## src/rtl/acc_requant_20b.sv

```systemverilog
// acc_requant_20b
// Accumulates a configurable number of signed 20-bit partial sums into one
// dot-product value, then requantizes it to a signed OUT_W-bit result with a
// round-half-up arithmetic right shift followed by signed saturation.
//
// Ports:
//   clk_i, rst_i             - clock, asynchronous active-high reset
//   cfg_len_i, cfg_shift_i   - terms per vector (0 means 1), requant shift
//   in_valid_i/in_ready_o    - term handshake; in_sum_i, in_overflow_i payload
//   out_valid_o/out_ready_i  - result handshake; out_data_o, out_sat_o, out_err_o
//   busy_o                   - a vector is in progress or a result is held
//
// Optional feature: define ACC_REQUANT_RELU_EN to clamp negative rounded
// values to zero before saturation (the clamp does not raise out_sat_o).
module acc_requant_20b #(
  parameter int ACC_W = 32,
  parameter int LEN_W = 8,
  parameter int OUT_W = 8
) (
  input  logic                    clk_i,
  input  logic                    rst_i,
  input  logic [LEN_W-1:0]        cfg_len_i,
  input  logic [4:0]              cfg_shift_i,
  input  logic                    in_valid_i,
  output logic                    in_ready_o,
  input  logic signed [19:0]      in_sum_i,
  input  logic                    in_overflow_i,
  output logic                    out_valid_o,
  input  logic                    out_ready_i,
  output logic signed [OUT_W-1:0] out_data_o,
  output logic                    out_sat_o,
  output logic                    out_err_o,
  output logic                    busy_o
);

  typedef enum logic [1:0] {
    ST_IDLE  = 2'd0,
    ST_ACCUM = 2'd1,
    ST_ROUND = 2'd2,
    ST_HOLD  = 2'd3
  } state_t;

  localparam logic [LEN_W-1:0]        LEN_ONE = LEN_W'(1);
  localparam logic signed [ACC_W:0]   ONE_EXT = (ACC_W+1)'(1);
  localparam logic signed [ACC_W:0]   SAT_MAX =
    $signed({{(ACC_W-OUT_W+2){1'b0}}, {(OUT_W-1){1'b1}}});
  localparam logic signed [ACC_W:0]   SAT_MIN =
    $signed({{(ACC_W-OUT_W+2){1'b1}}, {(OUT_W-1){1'b0}}});

  state_t                    r_state;
  state_t                    w_state_nxt;
  logic signed [ACC_W-1:0]   r_acc;
  logic [LEN_W-1:0]          r_cnt;
  logic [LEN_W-1:0]          r_len;
  logic [4:0]                r_shift;
  logic                      r_err;
  logic                      r_in_ready;
  logic                      r_out_valid;
  logic                      r_busy;
  logic signed [OUT_W-1:0]   r_out_data;
  logic                      r_out_sat;
  logic                      r_out_err;

  logic                      w_accept;
  logic signed [ACC_W-1:0]   w_sum_ext;
  logic signed [ACC_W:0]     w_acc_ext;
  logic signed [ACC_W:0]     w_bias;
  logic signed [ACC_W:0]     w_round;
  logic signed [ACC_W:0]     w_clip;
  logic signed [OUT_W-1:0]   w_data;
  logic                      w_sat;

  assign w_accept  = in_valid_i & r_in_ready;
  assign w_sum_ext = {{(ACC_W-20){in_sum_i[19]}}, in_sum_i};
  assign w_acc_ext = {r_acc[ACC_W-1], r_acc};

  // Next-state logic for the accumulate / round / hold sequence.
  always_comb begin
    w_state_nxt = r_state;
    case (r_state)
      ST_IDLE: begin
        if (w_accept) begin
          // Length 0 and 1 both mean a single-term vector.
          if (cfg_len_i <= LEN_ONE) begin
            w_state_nxt = ST_ROUND;
          end else begin
            w_state_nxt = ST_ACCUM;
          end
        end else begin
          w_state_nxt = ST_IDLE;
        end
      end
      ST_ACCUM: begin
        if (w_accept && ((r_cnt + LEN_ONE) == r_len)) begin
          w_state_nxt = ST_ROUND;
        end else begin
          w_state_nxt = ST_ACCUM;
        end
      end
      ST_ROUND: w_state_nxt = ST_HOLD;
      ST_HOLD: begin
        if (out_ready_i) begin
          w_state_nxt = ST_IDLE;
        end else begin
          w_state_nxt = ST_HOLD;
        end
      end
      default: w_state_nxt = ST_IDLE;
    endcase
  end

  // Round-half-up shift, optional ReLU clamp, then signed saturation.
  always_comb begin
    w_bias = '0;
    if (r_shift != 5'd0) begin
      w_bias = ONE_EXT << (r_shift - 5'd1);
    end else begin
      w_bias = '0;
    end
    w_round = (w_acc_ext + w_bias) >>> r_shift;
`ifdef ACC_REQUANT_RELU_EN
    if (w_round[ACC_W]) begin
      w_clip = '0;
    end else begin
      w_clip = w_round;
    end
`else
    w_clip = w_round;
`endif
    if (w_clip > SAT_MAX) begin
      w_data = SAT_MAX[OUT_W-1:0];
      w_sat  = 1'b1;
    end else if (w_clip < SAT_MIN) begin
      w_data = SAT_MIN[OUT_W-1:0];
      w_sat  = 1'b1;
    end else begin
      w_data = w_clip[OUT_W-1:0];
      w_sat  = 1'b0;
    end
  end

  // State register plus handshake/status outputs decoded from the next state.
  always_ff @(posedge clk_i or posedge rst_i) begin
    if (rst_i) begin
      r_state     <= ST_IDLE;
      r_in_ready  <= 1'b1;
      r_out_valid <= 1'b0;
      r_busy      <= 1'b0;
    end else begin
      r_state     <= w_state_nxt;
      r_in_ready  <= (w_state_nxt == ST_IDLE) || (w_state_nxt == ST_ACCUM);
      r_out_valid <= (w_state_nxt == ST_HOLD);
      r_busy      <= (w_state_nxt != ST_IDLE);
    end
  end

  // Accumulator, term counter, latched configuration and result registers.
  always_ff @(posedge clk_i or posedge rst_i) begin
    if (rst_i) begin
      r_acc      <= '0;
      r_cnt      <= '0;
      r_len      <= '0;
      r_shift    <= 5'd0;
      r_err      <= 1'b0;
      r_out_data <= '0;
      r_out_sat  <= 1'b0;
      r_out_err  <= 1'b0;
    end else begin
      case (r_state)
        ST_IDLE: begin
          if (w_accept) begin
            r_len   <= cfg_len_i;
            r_shift <= cfg_shift_i;
            r_acc   <= w_sum_ext;
            r_cnt   <= LEN_ONE;
            r_err   <= in_overflow_i;
          end
        end
        ST_ACCUM: begin
          if (w_accept) begin
            r_acc <= r_acc + w_sum_ext;
            r_cnt <= r_cnt + LEN_ONE;
            r_err <= r_err | in_overflow_i;
          end
        end
        ST_ROUND: begin
          r_out_data <= w_data;
          r_out_sat  <= w_sat;
          r_out_err  <= r_err;
        end
        default: begin
          r_acc <= r_acc;
        end
      endcase
    end
  end

  assign in_ready_o  = r_in_ready;
  assign out_valid_o = r_out_valid;
  assign busy_o      = r_busy;
  assign out_data_o  = r_out_data;
  assign out_sat_o   = r_out_sat;
  assign out_err_o   = r_out_err;

endmodule

```

## config.mk

```make
export PLATFORM = sky130hd
export DESIGN_NAME = acc_requant_20b
export DESIGN_NICKNAME = d
export VERILOG_FILES = /design/src/rtl/acc_requant_20b.sv
export SDC_FILE = /design/constraint.sdc
export NUM_CORES = 1
export LEC_CHECK = 0
export BUFFER_PORTS_ARGS = -buffer_cell sky130_fd_sc_hd__buf_2
export CAP_MARGIN = 20
export CORE_ASPECT_RATIO = 1.5
export CORE_MARGIN = 1.5
export CORE_UTILIZATION = 58
export CTS_BUF_LIST = sky130_fd_sc_hd__clkbuf_4 sky130_fd_sc_hd__clkbuf_8 sky130_fd_sc_hd__clkbuf_16
export DETAILED_ROUTE_END_ITERATION = 8
export MAX_ROUTING_LAYER = met4
export PLACE_DENSITY = 0.79
export SETUP_SLACK_MARGIN = 0.3
export SLEW_MARGIN = 20
export SYNTH_ARGS = -nofsm -noshare
export SYNTH_HDL_FRONTEND = slang
export SYNTH_SLANG_ARGS = --single-unit
```

## constraint.sdc

```tcl
create_clock -name clk_i -period 5.8 [get_ports clk_i]
set_clock_uncertainty 0.15 [all_clocks]
set_input_delay 0.29 -clock clk_i [delete_from_list [all_inputs] [get_ports clk_i]]
set_output_delay 0.29 -clock clk_i [all_outputs]
set_load 0.01 [all_outputs]
```

After elaboration in Yosys (flattened, before gate mapping). Index checks and enable logic that the tools add are counted. W data, S select, Z words.

Bits in registers: 69. Bits in latches: 0. Bits in writable memories: 0. ROM bits: 0. Input bits: 38. Output and inout port bits: 13. Logic and storage cells: 59. Memories kept: 0.

$add $sub $neg: 4. $mul: 0. Divide/modulo/power cells: 0. Order comparisons: 3. Equal/unequal tests: 8. Shift operators: 2. Multiplexer cells: 19. Bitwise logic cells: 2. Reductions and logical operators: 9.

Operators with widths (count): $mux W32 (2); $pmux W32 S2 (1); $add A32 B33 Y33 (1); $gt A33 B8 Y1 const B (1); $lt A33 B8 Y1 const B (1); $mux W33 (1); $shl A1 B5 Y33 const A (1); $sshr A33 B5 Y33 (1); $add A32 B20 Y32 (1); $mux W8 (4); $pmux W8 S2 (1); $add A8 B1 Y8 const B (1); $eq A8 B8 Y1 (1); $le A8 B1 Y1 const B (1); $mux W2 (4); $pmux W2 S4 (1); $eq A2 B2 Y1 const B (3); $reduce_bool A5 Y1 (1); $sub A5 B1 Y5 const B (1); $eq A2 B1 Y1 const B (2); $logic_not A2 Y1 (2); $mux W1 (4); $ne A2 B2 Y1 const B (2); $reduce_bool A2 Y1 (2); other kinds (7) (7).

Depth between registers and ports, before layout.
Word-level depth: 8. Mapped depth: 23. Depth with buffers taken out: 21.

Worst setup path after synthesis. Ideal clock, no wire load.

Path type: reg-to-reg. From: register r_shift[1]. To: register r_out_sat, in the netlist out_sat_o. Library setup time: 140 ps. Arrival time: 5307 ps. Path slack: 203 ps. Cell stages (with the launch flop): 24. Buffers on the path: 2. Cells stage by stage: dfrtp_1 > inv_1 > clkbuf_1 > buf_1 > nand2_1 > nor3_1 > ha_1 > inv_1 > fa_1 > nand2b_1 > a21o_1 > a21boi_1 > o2111ai_1 > a31o_2 > and3b_1 > or2_1 > mux4_2 > nand2_1 > a311oi_1 > a31oi_1 > nand2_1 > or3b_1 > o41ai_1 > a21oi_1.

Word-level cells in the longest chain between the ends: 8.

Ends and longest elaborated chain: start: declaration (RTL line 55) `logic [4:0] r_shift;`; start signal: assignment (RTL line 173) `r_shift <= cfg_shift_i;`; $sub A5 B1 Y5 (RTL line 116) `w_bias = ONE_EXT << (r_shift - 5'd1);`; $shl A1 B5 Y33 (RTL line 116); $mux W33 (RTL line 115) `if (r_shift != 5'd0) begin`; $add A32 B33 Y33 (RTL line 120) `w_round = (w_acc_ext + w_bias) >>> r_shift;`; $sshr A33 B5 Y33 (*) (RTL line 120); $lt A33 B8 Y1 (RTL line 133) `end else if (w_clip < SAT_MIN) begin`; $mux W1 (RTL line 133); $mux W1 (*) (RTL line 130) `if (w_clip > SAT_MAX) begin`; end signal: assignment (RTL line 188) `r_out_sat <= w_sat;`; end: declaration (RTL line 61) `logic r_out_sat;`.

Every way passes the cells marked *; elsewhere a longest branch is shown, timed or not. A chain may end at the register's enable or synchronous reset.

Final worst setup path.
From: register r_shift[3]. To: register r_out_data[4], in the netlist out_data_o[4].

Word-level cells in the longest chain between the ends: 8.

Ends and longest elaborated chain: $sub A5 B1 Y5 (RTL line 116); $shl A1 B5 Y33 (RTL line 116); $mux W33 (RTL line 115); $add A32 B33 Y33 (RTL line 120); $sshr A33 B5 Y33 (*) (RTL line 120); $lt A33 B8 Y1 (RTL line 133); $mux W8 (RTL line 133); $mux W8 (*) (RTL line 130); end signal: assignment (RTL line 187) `r_out_data <= w_data;`; end: declaration (RTL line 60) `logic signed [OUT_W-1:0] r_out_data;`.

Marked as above.

==> results.json <==
{
  "start_util_pct": 59.2,
  "die_y_um": 155,
  "path_buf_inv": 4,
  "worstHoldPathType": "in2reg",
  "leakagePower_nw": 4.45,
  "cts_buffers": 9,
  "drt_iter0_drc": 720,
  "clk_latency_ns": 0.34,
  "num-nets-final": 1362,
  "arrival_ns": 5.47,
  "grt_antenna_before_repair": 0,
  "p_clk_share_pct": 9.0,
  "r2r_cells": 22,
  "postRouteWirelength_um": 27600,
  "synthArstFlopShare_pct": 100,
  "antenna_cells": 0,
  "setup_viol": 0,
  "path_cells": "buf_8, nand3_1, buf_4, nor2_1, ha_1, buf_4, nand2_1, o21ai_1, o21ai_0, a21oi_1, o31a_1, o2bb2ai_1, xor2_2, buf_4, a21oi_1, a21oi_2, nand2_1, a31oi_2, nand2_1, or3b_4, o41a_1, o22ai_1",
  "gr-usage-all-layers_pct": 35.3,
  "ys_seq_area_share_pct": 19.5,
  "period_needed_ns": 5.37,
  "cts.clk_slew.worst_paths_ns": 0.07,
  "gp_congestion": 1.05,
  "fin_tns_setup_ns": 0,
  "rows": 55,
  "worstSetupPathType": "reg2reg",
  "overflow": 0,
  "dieArea_mm2": 0.0161,
  "hold_viol": 0,
  "yosys.area.top_type": "dfrtp_1",
  "worstSetupStartpointType": "register",
  "r2r_start": "r_shift[3]$_DFFE_PP0P_",
  "coreArea_mm2": 0.0150,
  "fmax_ghz": 0.186,
  "htreeDepth": 3,
  "p_int_mw": 3.31,
  "layout.cells.non_filler": 1462,
  "layout-drive-gt1-share_pct": 20.0,
  "synth.area.top_cells": "dfrtp_1, ha_1, nand2_1",
  "cpPeakStageDelay_ns": 0.52,
  "cp_num_cells": 22,
  "worst_setup_path_end_kind": "register",
  "area_delta_synth_final_pct": 16.7,
  "synth_flop_cell": "dfrtp_1",
  "hpwlAfterDp_um": 21000,
  "synth_top_cell_area_share_pct": 19.2,
  "die-width_um": 104,
  "syn_nets": 1302,
  "reg2reg_slack_ns": 0.43,
  "grt_pass1_vias": 9285,
  "rsz0062_at_grt": "no",
  "synthDistinctLibCells": 91,
  "synth_common_cells": "nand2_1, nor2_1, a21oi_1, o21ai_0, dfrtp_1",
  "fillers": 1330,
  "r2r_end": "out_data_o[4]$_DFFE_PP0N_",
  "cts_tree": "done",
  "cpMaxStageDelayCell": "o41a_1",
  "cts_root_buf": "clkbuf_16",
  "ant_nets": 0,
  "syn_avg_cell_area_um2": 7.41,
  "timing.final.ws_setup_ns": 0.430,
  "drt_first_pass_iters": 6,
  "status": "complete, no violations",
  "synth_warnings": 0,
  "relSlewSlack_pct": 35.6,
  "worst_pin_slew_ns": 0.965,
  "switching_share_pct": 52.7,
  "p_seq_share_pct": 12.9,
  "crit_start": "r_shift[3]$_DFFE_PP0P_",
  "post_drt_wl_per_cell_um": 18.9,
  "dp.cells": 1434,
  "endpoint": "out_data_o[4]$_DFFE_PP0N_",
  "yosysMostFrequentCell": "nand2_1",
  "clock_sinks": 69,
  "dpl-instance-area_mm2": 0.00954,
  "design_area_mm2": 0.0104,
  "pre_cts_ws_ns": 0.0600,
  "syn-cell-area_mm2": 0.00888,
  "power_density_mw_per_mm2": 674,
  "routed_via_density": 6.58,
  "boundaryPins": 51,
  "maxCapViolations": 0,
  "worstPathRequired_ns": 5.90,
  "fin_util_pct": 69.1,
  "share_comb_of_total_power_pct": 78.2,
  "numPortBuffers": 50,
  "grt_pass1_wl_um": 44900,
  "drc": 0,
  "period_share_pct": 92.6,
  "synthCells": 1198,
  "slew_viol_final": 0,
  "synth_seq_cells": 69,
  "cts_buffer_depth": 2,
  "cpLargestDelayFamily": "compound AO/OA/AOI/OAI gates",
  "vias": 9615,
  "critical_path.max_fanout": 19,
  "p_switching_mw": 3.68,
  "synth_enable_flop_cells": 0,
  "peakVddDrop_mv": 0.338,
  "grt_max_degree": 70
}
-- layout make-up --
class	instances	area, um2	area share, %
Multi-Input combinational cell	1022	7110	68.6
Sequential cell	69	1730	16.7
Timing Repair Buffer	119	800	7.72
Tap cell	199	249	2.40
Clock buffer	9	225	2.17
Inverter	37	143	1.38
Clock inverter	7	105	1.01
-- flip-flops by register name (all words and copies together), names as in the netlist --
register	count
out_data_o	8
r_err	1
r_acc	32
r_state	2
r_cnt	8
in_ready_o	1
out_err_o	1
r_shift	5
out_sat_o	1
busy_o	1
r_len	8
out_valid_o	1
-- power groups by stage --
stage / combinational, mW / sequential [mW] / clock (mW)
2_1_floorplan: 3.71 / 0.819 / 0
3_3_place_gp: 4.91 / 0.887 / 0
3_5_place_dp: 4.95 / 0.893 / 0
4_1_cts: 5.03 / 0.891 / 0.635
5_1_grt: 5.95 / 0.923 / 0.652
6_report: 5.46 / 0.899 / 0.626
-- routing by layer --
layer	part of all wire, %	vias up	track usage, %
li1	-	4575	-
met1	38	4489	38.2
met2	50	416	61.3
met3	5.6	135	5.06
met4	6.0	0	20.8
met5	0	-	-
-- stage by stage --
stage | power [mW] | hold WS, ns
5_1_grt | 7.53 | 0.0229
2_1_floorplan | 4.53 | 0.257
6_report | 6.99 | 0.00759
3_3_place_gp | 5.80 | 0.341
3_5_place_dp | 5.84 | 0.348
4_1_cts | 6.56 | 0.00986
-- tightest hold or removal path: cells and delay by family --
family / cells / cell delay [ns]
buf+inv: 1 / 0.08
simple gates: 1 / 0.04
compound gates: 1 / 0.06
-- repair_timing --
action | 4_1_cts | 5_1_grt
hold buffers | 3 | 0
setup endpoints to repair | 8 | 8
gates resized for setup | 16 | 78
pin swaps | 3 | 20
endpoints found under the hold margin | 3 | 0
buffers inserted | 0 | 9
-- cell families after synthesis --
kind of cell	count (synthesis)	synth area share (%)
buffers and inverters	107	4.65
flip-flops	69	19.5
multiplexers	42	6.23
AND/OR/NAND/NOR	445	23.2
other	1	0.0422
adder cells (fa/ha/maj)	66	9.47
AO/OA/AOI/OAI	406	30.8
XOR/XNOR	62	6.12
-- cell usage in the layout, fill, tap and decap left out, types with 13 or more instances in the layout --
cell type / n
xor2_1: 24
a211oi_1: 24
o22ai_1: 13
buf_2: 50
o21a_1: 15
mux2i_1: 17
nor3_1: 26
o21ai_0: 73
o211ai_1: 16
nand2_1: 139
a21oi_1: 94
a31oi_1: 16
ha_1: 61
buf_4: 63
nand3_1: 30
nor2_1: 134
inv_1: 30
mux2_2: 16
xnor2_1: 35
a21o_1: 22
dfrtp_1: 65
-- worst min path at each step --
stage                    from  cells after the start                     end
2_1_floorplan  cfg_shift_i[0]                      2  r_shift[0]$_DFFE_PP0P_
3_3_place_gp   cfg_shift_i[0]                      3  r_shift[0]$_DFFE_PP0P_
3_5_place_dp   cfg_shift_i[0]                      3  r_shift[0]$_DFFE_PP0P_
4_1_cts        cfg_shift_i[4]                      3  r_shift[4]$_DFFE_PP0P_
5_1_grt          cfg_len_i[0]                      2    r_len[0]$_DFFE_PP0P_
6_report       cfg_shift_i[4]                      3  r_shift[4]$_DFFE_PP0P_
Power figures use the tool's default switching activity.
